<file path="config.mk">
export PLATFORM = sky130hd
export DESIGN_NAME = branch_predictor_table
export DESIGN_NICKNAME = d
export VERILOG_FILES = /design/src/rtl/bp_pkg.sv /design/src/rtl/bp_sat_ctr.sv /design/src/rtl/branch_predictor_table.sv
export SDC_FILE = /design/constraint.sdc
export NUM_CORES = 1
export LEC_CHECK = 0
export CORE_UTILIZATION = 55
export CTS_CLUSTER_SIZE = 24
export DETAILED_ROUTE_END_ITERATION = 16
export GPL_ROUTABILITY_DRIVEN = 0
export PLACE_DENSITY = 0.77
export RECOVER_POWER = 50
export SYNTH_ARGS = -nofsm -noshare
export SYNTH_HDL_FRONTEND = slang
export SYNTH_SLANG_ARGS = --single-unit
</file>
<file path="constraint.sdc">
create_clock -name clk_i -period 2.7 [get_ports clk_i]
set_input_delay 0.675 -clock clk_i [delete_from_list [all_inputs] [get_ports clk_i]]
set_output_delay 0.675 -clock clk_i [all_outputs]
set_load 0.02 [all_outputs]
</file>
<file path="src/rtl/bp_pkg.sv">
// Shared types, constants and helpers for the branch predictor table.
package bp_pkg;

    // Widest counter the table supports; narrower counters use the low bits.
    localparam int unsigned CTR_W_MAX = 4;

    // Counter reset value: all-ones, i.e. strongly taken at any width.
    localparam logic [CTR_W_MAX-1:0] CTR_RESET = '1;

    // Table size at the default index width.
    localparam int unsigned DEF_INDEX_W = 6;
    localparam int unsigned ENTRIES     = 1 << DEF_INDEX_W;

    // Saturating up/down step for a counter that is 'width' bits wide.
    function automatic logic [CTR_W_MAX-1:0] sat_next(
        input logic [CTR_W_MAX-1:0] ctr,
        input logic                 dir,
        input int unsigned          width
    );
        logic [CTR_W_MAX-1:0] max_val;
        max_val = CTR_W_MAX'((32'd1 << width) - 32'd1);
        if (dir) begin
            return (ctr >= max_val) ? max_val : ctr + CTR_W_MAX'(1);
        end
        return (ctr == '0) ? '0 : ctr - CTR_W_MAX'(1);
    endfunction

endpackage

</file>
<file path="src/rtl/bp_sat_ctr.sv">
// One table entry: CTR_W-bit saturating counter, reset to strongly taken.
module bp_sat_ctr
    import bp_pkg::*;
#(
    parameter int unsigned CTR_W = 2
) (
    input  logic             clk_i,
    input  logic             rst_i,
    input  logic             en,
    input  logic             dir,
    output logic [CTR_W-1:0] value
);

    // Reset to all-ones, otherwise step toward the resolved direction when enabled.
    always_ff @(posedge clk_i) begin
        if (rst_i) begin
            value <= CTR_W'(CTR_RESET);
        end else if (en) begin
            value <= CTR_W'(sat_next(CTR_W_MAX'(value), dir, CTR_W));
        end
    end

endmodule

</file>
<file path="src/rtl/branch_predictor_table.sv">
// Table of saturating counters with optional gshare hashing and perf counters.
module branch_predictor_table
    import bp_pkg::*;
#(
    parameter int unsigned PC_W      = 32,
    parameter int unsigned INDEX_W   = 6,
    parameter int unsigned CTR_W     = 2,
    parameter int unsigned HIST_W    = 4,
    parameter int unsigned GSHARE_EN = 1,
    parameter int unsigned CNT_W     = 16
) (
    input  logic               clk_i,
    input  logic               rst_i,
    input  logic [PC_W-1:0]    pc_i,
    output logic               predict_o,
    output logic [INDEX_W-1:0] predict_idx_o,
    input  logic               update_i,
    input  logic [INDEX_W-1:0] update_idx_i,
    input  logic               result_i,
    input  logic               mispredict_i,
    output logic [HIST_W-1:0]  ghr_o,
    output logic [CNT_W-1:0]   branch_cnt_o,
    output logic [CNT_W-1:0]   mispredict_cnt_o
);

    localparam int unsigned TABLE_SIZE = 1 << INDEX_W;

    logic [CTR_W-1:0]   ctr_q [TABLE_SIZE];
    logic [HIST_W-1:0]  ghr_q;
    logic [INDEX_W-1:0] raw_idx;
    logic               unused_pc;

    // PC bits outside the index field (word offset and high bits) play no part.
    assign unused_pc = ^{pc_i[PC_W-1:INDEX_W+2], pc_i[1:0]};

    // Zero-latency lookup; no bypass from a same-cycle update.
    always_comb begin
        raw_idx = pc_i[INDEX_W+1:2];
        if (GSHARE_EN != 0) begin
            predict_idx_o = raw_idx ^ INDEX_W'(ghr_q);
        end else begin
            predict_idx_o = raw_idx;
        end
        predict_o = ctr_q[predict_idx_o][CTR_W-1];
    end

    // One counter per entry; only the entry named by the resolving branch moves.
    for (genvar i = 0; i < TABLE_SIZE; i++) begin : g_entry
        bp_sat_ctr #(
            .CTR_W(CTR_W)
        ) u_ctr (
            .clk_i(clk_i),
            .rst_i(rst_i),
            .en   (update_i && (update_idx_i == INDEX_W'(i))),
            .dir  (result_i),
            .value(ctr_q[i])
        );
    end

    // Non-speculative history and saturating perf counters, advanced on resolve.
    always_ff @(posedge clk_i) begin
        if (rst_i) begin
            ghr_q            <= '0;
            branch_cnt_o     <= '0;
            mispredict_cnt_o <= '0;
        end else if (update_i) begin
            if (GSHARE_EN != 0) begin
                ghr_q <= HIST_W'({ghr_q, result_i});
            end
            if (branch_cnt_o != '1) begin
                branch_cnt_o <= branch_cnt_o + CNT_W'(1);
            end
            if (mispredict_i && (mispredict_cnt_o != '1)) begin
                mispredict_cnt_o <= mispredict_cnt_o + CNT_W'(1);
            end
        end
    end

    assign ghr_o = ghr_q;

endmodule
</file>
### Word-level counts from Yosys, hierarchy flattened

Cells that the tools add are included.

* add/sub/neg operators: 130
* $lt $le $gt $ge: 65
* eq/ne operators: 65
* mux-type cells: 388
* bitwise gates (word level): 2
* reductions and logical operators: 132

Operators with widths (count)
* 2-bit 2-to-1 mux: 258
* 6-bit equality test, second input constant: 32
* 1-bit 2-to-1 mux: 129
* 2-bit by 1-bit adder with 2-bit output, second input constant: 64
* 2-bit greater-or-equal comparator, second input constant: 64
* 2-bit logical NOT: 64
* 2-bit by 1-bit subtractor with 2-bit output, second input constant: 64
* 6-bit by 5-bit equality test with 1-bit output, second input constant: 16
* 1-bit logical AND: 65
* 6-bit by 4-bit equality test with 1-bit output, second input constant: 8
* 16-bit by 1-bit adder with 16-bit output, second input constant: 2
* 16-bit inequality test, second input constant: 2
* 6-bit by 3-bit equality test with 1-bit output, second input constant: 4
* 2-bit binary-select mux with 6-bit select: 1
* 6-bit by 2-bit equality test with 1-bit output, second input constant: 2
* 7-bit greater-or-equal comparator, second input constant: 1
* 6-bit inverter with 7-bit output: 1
* 6-bit by 1-bit equality test with 1-bit output, second input constant: 1
* 6-bit logical NOT: 1
* 6-bit by 4-bit XOR with 6-bit output: 1
* 2-bit AND reduction: 2

* register bits: 164
* bits of input ports: 43
* output and inout port bits: 43
* logic and storage cells: 849

### Logic depth before layout (Yosys ltp)

Gate-level depths: netlist of run 1.

* depth in word-level cells: 5
* mapped depth: 8
* mapped depth without buffers: 7

### By module

Synthesis of run 1 repeated with hierarchy kept, for this count alone.

* cell total of the unflattened synthesis: 1052
* area total of the unflattened synthesis: 8358.0 µm²

By module, submodules not included
* bp_sat_ctr: instances 64, cells each 11, area each 90.1 µm², sequential area each 40.0 µm²
* branch_predictor_table: instances 1, cells each 348, area each 2592.5 µm², sequential area each 720.7 µm²

### Least setup slack after synthesis of run 1

No wires, ideal clock.

* path kind: input to output
* start: in pc_i[3]
* end: out predict_o
* arrival: 2.412 ns
* data required time: 2.025 ns
* path slack: -0.387 ns
* stages: 7
* path buffers: 0
* path through: xnor2_2 > inv_2 > nor2_1 > nand2_1 > o22ai_1 > nor4_1 > nor4_1

* cells in the longest elaborated chain, start to end: 5

RTL lines
* start, declared: RTL line branch_predictor_table.sv:14 `input logic [PC_W-1:0] pc_i,`
* 6-bit by 4-bit XOR with 6-bit output: RTL line branch_predictor_table.sv:40 `predict_idx_o = raw_idx ^ INDEX_W'(ghr_q);`
* via predict_idx_o[1]: RTL line branch_predictor_table.sv:16 `output logic [INDEX_W-1:0] predict_idx_o,`
* 6-bit inverter with 7-bit output (not written as such): RTL line branch_predictor_table.sv:44 `predict_o = ctr_q[predict_idx_o][CTR_W-1];`
* 2-bit binary-select mux with 6-bit select: RTL line branch_predictor_table.sv:44
* 2-bit 2-to-1 mux (not written as such) (2 in series): RTL line branch_predictor_table.sv:44
* end, declared: RTL line branch_predictor_table.sv:15 `output logic predict_o,`

The timed path passes the listed nets, and every way through them passes these cells. The select of a mux whose other input is x is not followed.

### Worst setup path after layout of run 1

* start: in pc_i[2]
* end: out predict_o

* cells in the longest elaborated chain, start to end: 5

RTL lines (RTL line)
* 6-bit by 4-bit XOR with 6-bit output: branch_predictor_table.sv:40
* 6-bit inverter with 7-bit output (not written as such): branch_predictor_table.sv:44
* 2-bit binary-select mux with 6-bit select: branch_predictor_table.sv:44
* 2-bit 2-to-1 mux (not written as such) (2 in series): branch_predictor_table.sv:44

No other way between the ends. The select of a mux whose other input is x is not followed.

==> run_results.csv, run 1 <==
group,metric,value,unit
status,status,"complete, but fails checks",
status,violations,"setup timing",
worst_setup_path,critPathBufInv,5,
clock_tree,clock_latency,0.42,ns
global_route,grt_pass1_wl,37090,µm
synthesis,synth_area_leaders,"dfxtp_1, a21oi_1, nor2_1",
timing,slew_viol_final,0,
synthesis,synth_most_common_cell,"a21oi_1",
route,first_pass_iters,5,
worst_setup_path,critPathLaunch,"pc_i[2]",
timing,timing.final.ws_setup,-0.4594,ns
synthesis,synth_area,0.008544,mm²
synthesis,synth_top_family_by_area,"simple AND/OR/NAND/NOR gates",
floorplan,rows,45,
route,avgRoutedWirePerCell,15.91,µm
global_route,grt_max_degree,81,
synthesis,synth_edf_count,0,
cells_and_area,antennaDiodeCount,0,
placement,dp_hpwl,14550,µm
synthesis,yosysTopAreaCell,"dfxtp_1",
clock_tree,cts_hold_buf,0,
floorplan,dieHeight,126.6,µm
route,routed_via_density,5.970,
worst_setup_path,path_delay_family,"buffers and inverters",
clock_tree,cts_tree,"built",
timing,worst_pin_slew,1.109,ns
synthesis,muxShareOfSynthArea,4.232,%
clock_tree,clkSinkCount,164,
route,drc_errors,0,
route,drt_iter0_drc,703,
cells_and_area,final_layout_size_suffix_gt1_share,12.98,%
worst_setup_path,start_kind,"input pin",
timing,slew_headroom,25.07,%
clock_tree,cts_htree_levels,4,
cells_and_area,utilization,70.13,%
clock_tree,cts_buffer_depth,2,
synthesis,syn_nets,1168,
min_path,hp-class,"flip-flop to flip-flop",
worst_setup_path,critPathCaptureType,"output port",
synthesis,avgSynthCellArea,7.609,µm²
floorplan,core,0.01520,mm²
timing,timing.fmax,316.5,MHz
synthesis,synthCells,1123,
synthesis,async_reset_ff_share,0,%
global_route,grt_pass1_vias,7550,
clock_tree,numCtsBuffers,17,
route,drtAntennaViolNets,0,
cells_and_area,layout.nets,1274,
synthesis,synth-compound-area-share,23.39,%
placement,dpl.cell_count,1386,
synthesis,synth-main-ff-cell,"dfxtp_1",
min_path,hold-path-cell-count,2,
route,vias,8525,
worst_setup_path,reg2reg_slack,0.24,ns
worst_setup_path,worstPathCellList,"buf_6 -> xnor2_4 -> buf_8 -> clkinv_8 -> buf_6 -> mux2i_1 -> o211ai_1 -> nor4_4 -> nor4_4 -> buf_4",
worst_setup_path,crit_required,2.03,ns
worst_setup_path,setup.worst_path.class,"input pin to output port",
synthesis,yosysSeqAreaShare,38.42,%
worst_setup_path,worst-path-max-fanout,8,
worst_setup_path,cp.arrival,2.48,ns
worst_setup_path,reg2regPathDepth,6,
min_path,hold_start,"branch_cnt_o[9]",
job,maxCapViolCount,0,
synthesis,yosys.area_share.simple,26.94,%
floorplan,die-width,126.6,µm
synthesis,synth_top_area_share,38.42,%
timing,fin_crit_sh,117.0,%
global_route,grt.total_usage,28.73,%
timing,hold_ws,0.5261,ns
worst_setup_path,worstReg2RegStart,"mispredict_cnt_o[8]",
timing,final.min_clock_period,3.159,ns
cells_and_area,instances_no_fill,1428,
power,power_leakage,3.783,nW
clock_tree,cts_root_buf,"clkbuf_16",
worst_setup_path,max_stage_delay,0.34,ns
power,ir_drop,0.4522,mV
floorplan,io_pins,86,
route,wirelength,22720,µm
synthesis,ys_warn_count,0,
timing,rsz0062_at_grt,"yes",
worst_setup_path,worst_r2r_endpoint,"mispredict_cnt_o[14]",
synthesis,synth_commonest_cells,"a21oi_1, nor2_1, dfxtp_1",
floorplan,start_util,56.21,%
clock_tree,cts.clk_slew.worst_paths,0.06,ns
synthesis,synth_cell_types,41,
synthesis,synth_seq_cells,164,
synthesis,synth_fa_ha_area_share,0.2929,%
synthesis,synth_xor_area_share,3.778,%
placement,port_buffers,59,
timing,finClkSkew,0.005023,ns
worst_setup_path,crit_path_top_delay_cell,"nor4_4",
global_route,grt_overflow,0,
global_route,antenna_found_initial,0,
timing,setup_viol_count_final,1,
min_path,hold_end,"branch_cnt_o[9]",
timing,hold_viol_final,0,
cells_and_area,area_growth,24.78,%
floorplan,die_area,0.01604,mm²
power,power.density,533.7,mW/mm²
-- cells by family after synthesis --
family,Yosys count
buffers and inverters,61
AO/OA/AOI/OAI,356
multiplexers,32
adder cells (fa/ha/maj),2
AND/OR/NAND/NOR,475
flip-flops,164
XOR/XNOR,33
-- worst max-delay path by stage --
stage           endpoint  slack [ns]  depth (start not counted)
2_1_floorplan  predict_o       -0.04                          7
3_3_place_gp   predict_o       -1.19                          9
3_5_place_dp   predict_o       -1.23                         10
4_1_cts        predict_o       -0.34                          8
5_1_grt        predict_o       -0.50                          9
6_report       predict_o       -0.46                         10
-- timing repair --
action | in CTS | in global routing
setup buffers | 7 | 8
resized for setup | 50 | 18
setup endpoints to repair | 7 | 3
gates cloned | 0 | 0
pin swaps | 15 | 12
-- cells in the final DEF (no fill, tap or decap), drive strengths merged, types with 32 or more instances in the layout --
cell type	instances
o21ai	82
dlygate4sd3	32
or3	67
a21oi	214
buf	82
nand2	82
dfxtp	164
o221ai	43
nand3b	45
nor2	194
-- metal layers --
| metal | vias to the layer above | wire length (µm) | track usage [%] |
|---|---|---|---|
| li1 | 4290 | - | - |
| met1 | 3953 | 10490 | 39.03 |
| met2 | 245 | 10260 | 45.14 |
| met3 | 37 | 1502 | 7.043 |
| met4 | 0 | 469 | 8.505 |
| met5 | - | 0 | 0 |
-- stage by stage --
| stage | power (mW) | setup TNS, ns | cell area (µm²) | setup slack [ns] |
|---|---|---|---|---|
| floorplan | 2.757 | -0.04194 | 8607 | -0.04194 |
| global placement | 2.965 | -2.005 | 9849 | -1.191 |
| detailed placement | 2.969 | -2.046 | 9849 | -1.228 |
| CTS | 5.687 | -0.3406 | 10640 | -0.3406 |
| global route | 5.849 | -0.9593 | 10660 | -0.5033 |
| finish | 5.690 | -0.4594 | 10660 | -0.4594 |
-- area by class of cell --
| type | count | area (µm²) |
|---|---|---|
| clock inverter | 10 | 205.2 |
| tap | 188 | 235.2 |
| multi-input combinational | 898 | 5191 |
| fill | 1189 | 4541 |
| clock buffer | 20 | 446.7 |
| sequential | 164 | 3288 |
| inverter | 5 | 32.53 |
| timing repair buffer | 143 | 1262 |
-- worst reg2reg max path: cells and delay by family, from the launching register on --
kind | cells | cell delay (ns)
DFF | 1 | 0.42
and+or+nand+nor | 4 | 0.72
AOI/OAI and AO/OA | 1 | 1.05
xor gates and xnor gates | 1 | 0.16
-- registers in the layout, indices dropped and copies added (netlist names) --
register	flops
g_entry.u_ctr.value	128
branch_cnt_o	16
mispredict_cnt_o	16
ghr_o	4
-- power breakdown --
| group | switching [mW] | internal, mW | leakage [nW] |
|---|---|---|---|
| sequential | 0.0137 | 2.43 | 1.33 |
| combinational | 0.301 | 0.224 | 2.14 |
| clock | 0.975 | 1.75 | 0.312 |
Note: power is estimated with default switching activity, not from simulation.
==> inputs of run 2 (changes only) <==
Settings changed: GPL_TIMING_DRIVEN set to 0.
==> run 2 against run 1 <==
- the flow still finishes with violations (setup timing)
- critical path type unchanged
- sequential power hardly changed
- design area down 2.1%
- non-clock buffer count is 1 lower
- clock power fell by 8.8%
- clock skew down 0.0016 ns
- critical path depth is 1 lower
- register-to-register slack gained 0.31 ns
- sequential cell count unchanged
- cell count about the same
- die area stayed put
- first-iteration DRC count rose by 47%
- sequential share of layout area is 0.67 points higher
==> run_results.csv, run 2 (synthesized netlist as in run 1, its figures left out) <==
group,metric,value,unit
global_route,grt_overflow,0,
timing,finalSetupTns,-10.26,ns
timing,worst_pin_slew,0.6902,ns
worst_setup_path,critPathBufInv,4,
worst_setup_path,start_kind,"input pin",
clock_tree,clkSinkCount,164,
timing,slew_headroom,53.48,%
power,p_clk_share,45.3,%
cells_and_area,nFillCells,1239,
route,vias,8910,
power,power.density,526.0,mW/mm²
clock_tree,cts_root_buf,"clkbuf_16",
worst_setup_path,crit_path_top_delay_cell,"or3_4",
clock_tree,cts_tree,"built",
cells_and_area,mostFrequentLayoutCell,"a21oi_1",
timing,hold_viol_final,0,
cells_and_area,seq_area,0.003288,mm²
cells_and_area,area_growth,22.11,%
route,drt_iter0_drc,1036,
worst_setup_path,setup.worst_path.class,"input pin to output port",
clock_tree,cts.clk_slew.worst_paths,0.06,ns
floorplan,dieHeight,126.6,µm
worst_setup_path,cp.arrival,2.52,ns
route,drc_errors,0,
power,combPwrFrac,10.2,%
power,switching_share,24.47,%
timing,final.min_clock_period,3.198,ns
cells_and_area,final_layout_size_suffix_gt1_share,9.267,%
cells_and_area,layout.nets,1273,
status,violations,"setup timing",
worst_setup_path,path_delay_family,"simple AND/OR/NAND/NOR gates",
route,avgRoutedWirePerCell,17.78,µm
timing,timing.fmax,312.7,MHz
clock_tree,clock_latency,0.43,ns
cells_and_area,layout_common_cells,"a21oi_1, nor2_1, dfxtp_1",
route,routed_via_density,6.235,
timing,fin_crit_sh,118.5,%
job,maxCapViolCount,0,
worst_setup_path,worst-path-max-fanout,3,
clock_tree,numCtsBuffers,17,
timing,rsz0062_at_grt,"yes",
route,drtAntennaViolNets,0,
cells_and_area,top_register,"g_entry.u_ctr.value",
power,ir_drop,0.6274,mV
timing,setup_viol_count_final,87,
floorplan,io_pins,86,
placement,place_ws,-1.561,ns
global_route,antenna_found_initial,0,
power,p_int,4.145,mW
floorplan,core,0.01520,mm²
status,status,"complete, but fails checks",
power,seq_power_share,44.5,%
timing,finClkSkew,0.003383,ns
timing,slew_viol_final,0,
worst_setup_path,critPathCaptureType,"output port",
placement,dp_hpwl,16780,µm
clock_tree,cts_htree_levels,4,
cells_and_area,multi_input_area,0.005206,mm²
timing,timing.final.ws_setup,-0.4983,ns
global_route,grt_max_degree,17,
floorplan,start_util,56.21,%
floorplan,die_area,0.01604,mm²
cells_and_area,antennaDiodeCount,0,
route,wirelength,25400,µm
worst_setup_path,worstPathCellList,"buf_4 -> xnor2_4 -> buf_6 -> buf_4 -> or3_4 -> o22ai_1 -> nor4_2 -> nor4_4 -> buf_4",
route,first_pass_iters,5,
power,power_leakage,3.614,nW
floorplan,die-width,126.6,µm
global_route,grt_pass1_wl,40150,µm
clock_tree,cts_buffer_depth,2,
worst_setup_path,worst_path_most_repeated_cell,"buf_4",
power,netSwitchingPower,1.343,mW
cells_and_area,largest_reg_flops,128,
global_route,grt_pass1_vias,7778,
cells_and_area,largestRegisters,"g_entry.u_ctr.value (128), branch_cnt_o (16), mispredict_cnt_o (16)",
worst_setup_path,max_stage_delay,0.36,ns
worst_setup_path,crit_required,2.03,ns
placement,port_buffers,57,
global_route,grt.total_usage,32.19,%
min_path,hp-class,"flip-flop to flip-flop",
floorplan,rows,45,
-- run 2: area by class of cell --
type	count	area share, %
Sequential cell	164	31.51
Clock buffer	23	4.485
Clock inverter	9	1.223
Multi-Input combinational cell	898	49.90
Buffer	56	2.410
Inverter	5	0.2039
Timing Repair Buffer	86	8.011
Tap cell	188	2.254
-- run 2: routing by layer --
| metal | share of wire (%) | up-vias | routed length [µm] | global-route usage [%] |
|---|---|---|---|---|
| li1 | - | 4291 | - | - |
| met1 | 42 | 4127 | 10580 | 42.64 |
| met2 | 45 | 420 | 11360 | 50.86 |
| met3 | 11 | 72 | 2710 | 7.550 |
| met4 | 3.0 | 0 | 753 | 12.47 |
| met5 | 0 | - | 0 | 0 |
-- run 2: metrics by stage --
step	instances	util, %	instance area [µm²]	hold WS (ns)	power (mW)
after global routing	1429	68.63	10430	0.5690	5.633
after detailed placement	1368	61.92	9413	0.5239	2.936
after CTS	1419	67.88	10320	0.5414	5.460
after global placement	1368	61.92	9413	0.5171	2.935
after floorplan	1123	-	8607	0.5115	2.757
final	1429	68.63	10430	0.5282	5.488
-- run 2: worst paths after layout --
check	cells past startpoint	slack (ns)	start	end
hold reg to reg	2	0.53	branch_cnt_o[6]	branch_cnt_o[6]
setup / recovery	9	-0.50	pc_i[3]	predict_o
setup reg to reg	6	0.55	mispredict_cnt_o[8]	mispredict_cnt_o[14]
hold / removal	2	0.53	branch_cnt_o[6]	branch_cnt_o[6]
-- run 2: power by group through the flow --
| stage | clock network [mW] | logic, mW | registers (mW) |
|---|---|---|---|
| finish | 2.48 | 0.560 | 2.44 |
| global route | 2.60 | 0.585 | 2.45 |
| CTS | 2.50 | 0.512 | 2.44 |
| detailed placement | 0 | 0.437 | 2.50 |
| global placement | 0 | 0.436 | 2.50 |
| floorplan | 0 | 0.252 | 2.51 |
-- run 2: worst reg2reg max path: cells and delay by family (launching register included) --
kind             cells  cell delay (ns)
AND/OR/NAND/NOR      4             0.69
flip-flops           1             0.42
XOR/XNOR             1             0.16
AO/OA/AOI/OAI        1             0.76
-- run 2: what timing repair did --
action | CTS | global route
hold buffers | 0 | 0
gates cloned | 0 | 1
resized for setup | 58 | 16
buffers inserted | 19 | 9
setup endpoints to repair | 7 | 36
pin swaps | 12 | 8
==> inputs of run 3 (changes only) <==
--- a/config.mk
+++ b/config.mk
@@ -11,7 +11,8 @@
 export GPL_ROUTABILITY_DRIVEN = 0
 export GPL_TIMING_DRIVEN = 0
-export PLACE_DENSITY = 0.77
+export PLACE_DENSITY = 0.78
 export RECOVER_POWER = 50
 export SYNTH_ARGS = -nofsm -noshare
 export SYNTH_HDL_FRONTEND = slang
+export SYNTH_HIERARCHICAL = 1
 export SYNTH_SLANG_ARGS = --single-unit
==> constraint.sdc (replaced) <==
create_clock -name clk_i -period 2.7 [get_ports clk_i]
set_input_delay 0.54 -clock clk_i [delete_from_list [all_inputs] [get_ports clk_i]]
set_output_delay 0.54 -clock clk_i [all_outputs]
set_load 0.02 [all_outputs]
==> run 3 against run 2 <==
- the run ends with DRC, setup timing left
- synthesized cell count is 6.3% lower
- critical path depth is 1 lower
- worst setup slack better by 0.24 ns
- die area is 2.1% lower
- power is 0.22% higher
- maximum frequency is 8.1% higher
- sequential power hardly changed
- worst hold slack worse by 0.019 ns
- critical endpoint unchanged
- highest routed layer unchanged
==> run_results.csv, run 3 <==
group,metric,value,unit
status,status,"complete, but fails checks",
status,violations,"DRC, setup timing",
synthesis,yosysTopAreaCell,"dfxtp_1",
cells_and_area,layout.nets,1186,
power,power.density,543.6,mW/mm²
power,p_int,4.280,mW
synthesis,synth_area_leaders,"dfxtp_1, a21oi_1, nor2_1",
cells_and_area,seq_area,0.003287,mm²
synthesis,async_reset_ff_share,0,%
synthesis,ys_warn_count,6,
synthesis,synth_xor_area_share,3.219,%
global_route,grt_use_met2,41.18,%
placement,port_buffers,59,
synthesis,synth_seq_cells,164,
synthesis,yosys.area_share.simple,26.32,%
timing,slew_headroom,35.06,%
job,maxCapViolCount,0,
floorplan,start_util,56.86,%
synthesis,synth-compound-area-share,25.52,%
cells_and_area,mostFrequentLayoutCell,"nor2_1",
synthesis,synth_fa_ha_area_share,0.2994,%
clock_tree,cts_htree_levels,4,
placement,dp_hpwl,12630,µm
timing,hold_ws,0.5096,ns
clock_tree,cts.clk_slew.worst_paths,0.06,ns
worst_setup_path,crit_required,2.16,ns
placement,place_ws,-1.315,ns
floorplan,dieHeight,125.3,µm
power,netSwitchingPower,1.221,mW
route,drtAntennaViolNets,0,
synthesis,synth_top_family_by_area,"simple AND/OR/NAND/NOR gates",
synthesis,synth-main-ff-cell,"dfxtp_1",
placement,placed_cell_area,0.009233,mm²
cells_and_area,final_layout_size_suffix_gt1_share,7.646,%
timing,worst_pin_slew,0.9740,ns
synthesis,synth_top_area_share,39.28,%
route,drc_errors,3,
global_route,grt_max_degree,169,
synthesis,synthCells,1052,
global_route,grt.total_usage,26.09,%
floorplan,io_pins,86,
clock_tree,cts_tree,"built",
route,routed_via_density,5.790,
timing,final.min_clock_period,2.959,ns
floorplan,die-width,125.3,µm
route,first_pass_iters,12,
cells_and_area,area_growth,21.06,%
timing,finClkSkew,0.009616,ns
power,seq_power_share,44.4,%
cells_and_area,utilization,68.84,%
cells_and_area,largestRegisters,"g_entry.u_ctr/value (128), branch_cnt_o (16), mispredict_cnt_o (16)",
timing,hold_viol_final,0,
synthesis,synth_commonest_cells,"nor2_1, dfxtp_1, a21oi_1",
route,wirelength,20020,µm
synthesis,synth_edf_count,0,
synthesis,yosysSeqAreaShare,39.28,%
cells_and_area,layout_common_cells,"nor2_1, dfxtp_1, a21oi_1",
worst_setup_path,setup.worst_path.class,"input pin to output port",
timing,setup_viol_count_final,11,
global_route,antenna_found_initial,0,
timing,finalSetupTns,-0.5227,ns
synthesis,synth_area,0.008358,mm²
synthesis,synth_most_common_cell,"nor2_1",
min_path,hp-class,"flip-flop to flip-flop",
timing,timing.fmax,338.0,MHz
worst_setup_path,cp.arrival,2.42,ns
timing,timing.final.ws_setup,-0.2590,ns
global_route,grt_overflow,0,
route,vias,7730,
timing,slew_viol_final,0,
clock_tree,numCtsBuffers,17,
synthesis,synth_cell_types,45,
clock_tree,clkSinkCount,164,
worst_setup_path,worst-path-max-fanout,5,
power,ir_drop,0.4608,mV
floorplan,rows,44,
global_route,grt_pass1_vias,6930,
worst_setup_path,start_kind,"input pin",
floorplan,core,0.01470,mm²
route,drt_iter0_drc,685,
global_route,use_met1,34.33,%
power,p_clk_share,47.0,%
power,power_leakage,3.837,nW
cells_and_area,multi_input_area,0.005122,mm²
timing,fin_crit_sh,109.6,%
synthesis,avgSynthCellArea,7.945,µm²
synthesis,syn_nets,1097,
global_route,busiest_layer,"met2",
clock_tree,cts_buffer_depth,2,
cells_and_area,finalInstanceArea,0.01012,mm²
global_route,grtUsageMet3,6.932,%
global_route,grt_pass1_wl,33080,µm
route,avgRoutedWirePerCell,15.00,µm
floorplan,die_area,0.01569,mm²
clock_tree,clock_latency,0.43,ns
clock_tree,cts_root_buf,"clkbuf_16",
power,switching_share,22.19,%
timing,rsz0062_at_grt,"yes",
cells_and_area,top_register,"g_entry.u_ctr/value",
cells_and_area,nFillCells,1218,
power,combPwrFrac,8.6,%
cells_and_area,antennaDiodeCount,0,
synthesis,muxShareOfSynthArea,4.177,%
cells_and_area,largest_reg_flops,128,
worst_setup_path,critPathCaptureType,"output port",
-- run 3: cell types whose count changed after synthesis, sizes merged, moves of 14 or more --
cell    delta
nand3b    -41
nor2      -23
o221ai    -43
o21bai    +64
nand2b    +65
a21boi    +63
o21ai     -14
a21oi     -70
nor3      -14
nand2     +17
clkbuf    -35
-- run 3: logic make-up (layout without fill, tap and decap cells) --
logic type,after synthesis,after routing
AOI/OAI and AO/OA,354,354
xor gates and xnor gates,29,29
adders and majority gates,2,2
buffers and inverters,21,120
DFF,164,164
muxes,23,23
and+or+nand+nor,459,459
-- run 3: area by class of cell --
cell class                 instances  area share [%]
tap                              184           2.275
multi-input combinational        867           50.62
buffer                            14          0.9150
sequential                       164           32.48
timing repair buffer              70           7.221
inverter                           7          0.2844
clock inverter                     9           1.781
clock buffer                      20           4.414
-- run 3: per-stage QoR --
step / total power [mW] / cells
2_1_floorplan: 2.707 / 1052
3_3_place_gp: 2.935 / 1295
3_5_place_dp: 2.904 / 1297
4_1_cts: 5.541 / 1336
5_1_grt: 5.687 / 1335
6_report: 5.500 / 1335
-- run 3: worst paths after layout --
| check | startpoint | end | slack (ns) | cells after the start |
|---|---|---|---|---|
| min reg2reg | g_entry[35].u_ctr/value[0] | g_entry[35].u_ctr/value[1] | 0.51 | 2 |
| max reg2reg | branch_cnt_o[3] | branch_cnt_o[5] | 0.66 | 6 |
| min | g_entry[35].u_ctr/value[0] | g_entry[35].u_ctr/value[1] | 0.51 | 2 |
| max | pc_i[2] | predict_o | -0.26 | 8 |
-- run 3: repair_timing --
item,CTS,global route
hold buffers,0,0
setup endpoints to repair,4,13
gates resized for setup,33,24
buffers inserted,9,0
cloned,1,0
pin swaps,5,5
-- run 3: worst max-delay path: stages --
cell and delay [ns]:
clkdlybuf4s15_2 0.22, xnor2_4 0.18, buf_12 0.15, mux4_2 0.56
a2111oi_4 0.37, o21ai_1 0.09, and4_1 0.18, buf_6 0.14
-- run 3: power by group through the flow --
stage / Combinational [mW] / Sequential [mW] / Clock, mW
after floorplan: 0.205 / 2.50 / 0
after global placement: 0.439 / 2.50 / 0
after detailed placement: 0.408 / 2.50 / 0
after CTS: 0.471 / 2.44 / 2.63
after global routing: 0.507 / 2.44 / 2.74
final: 0.474 / 2.44 / 2.58
-- run 3: routing by layer --
metal  wire length (µm)  vias to the layer above
met3               1280                       29
met4                408                        0
met5                  0                        -
met2               9061                      220
li1                   -                     3935
met1               9269                     3546
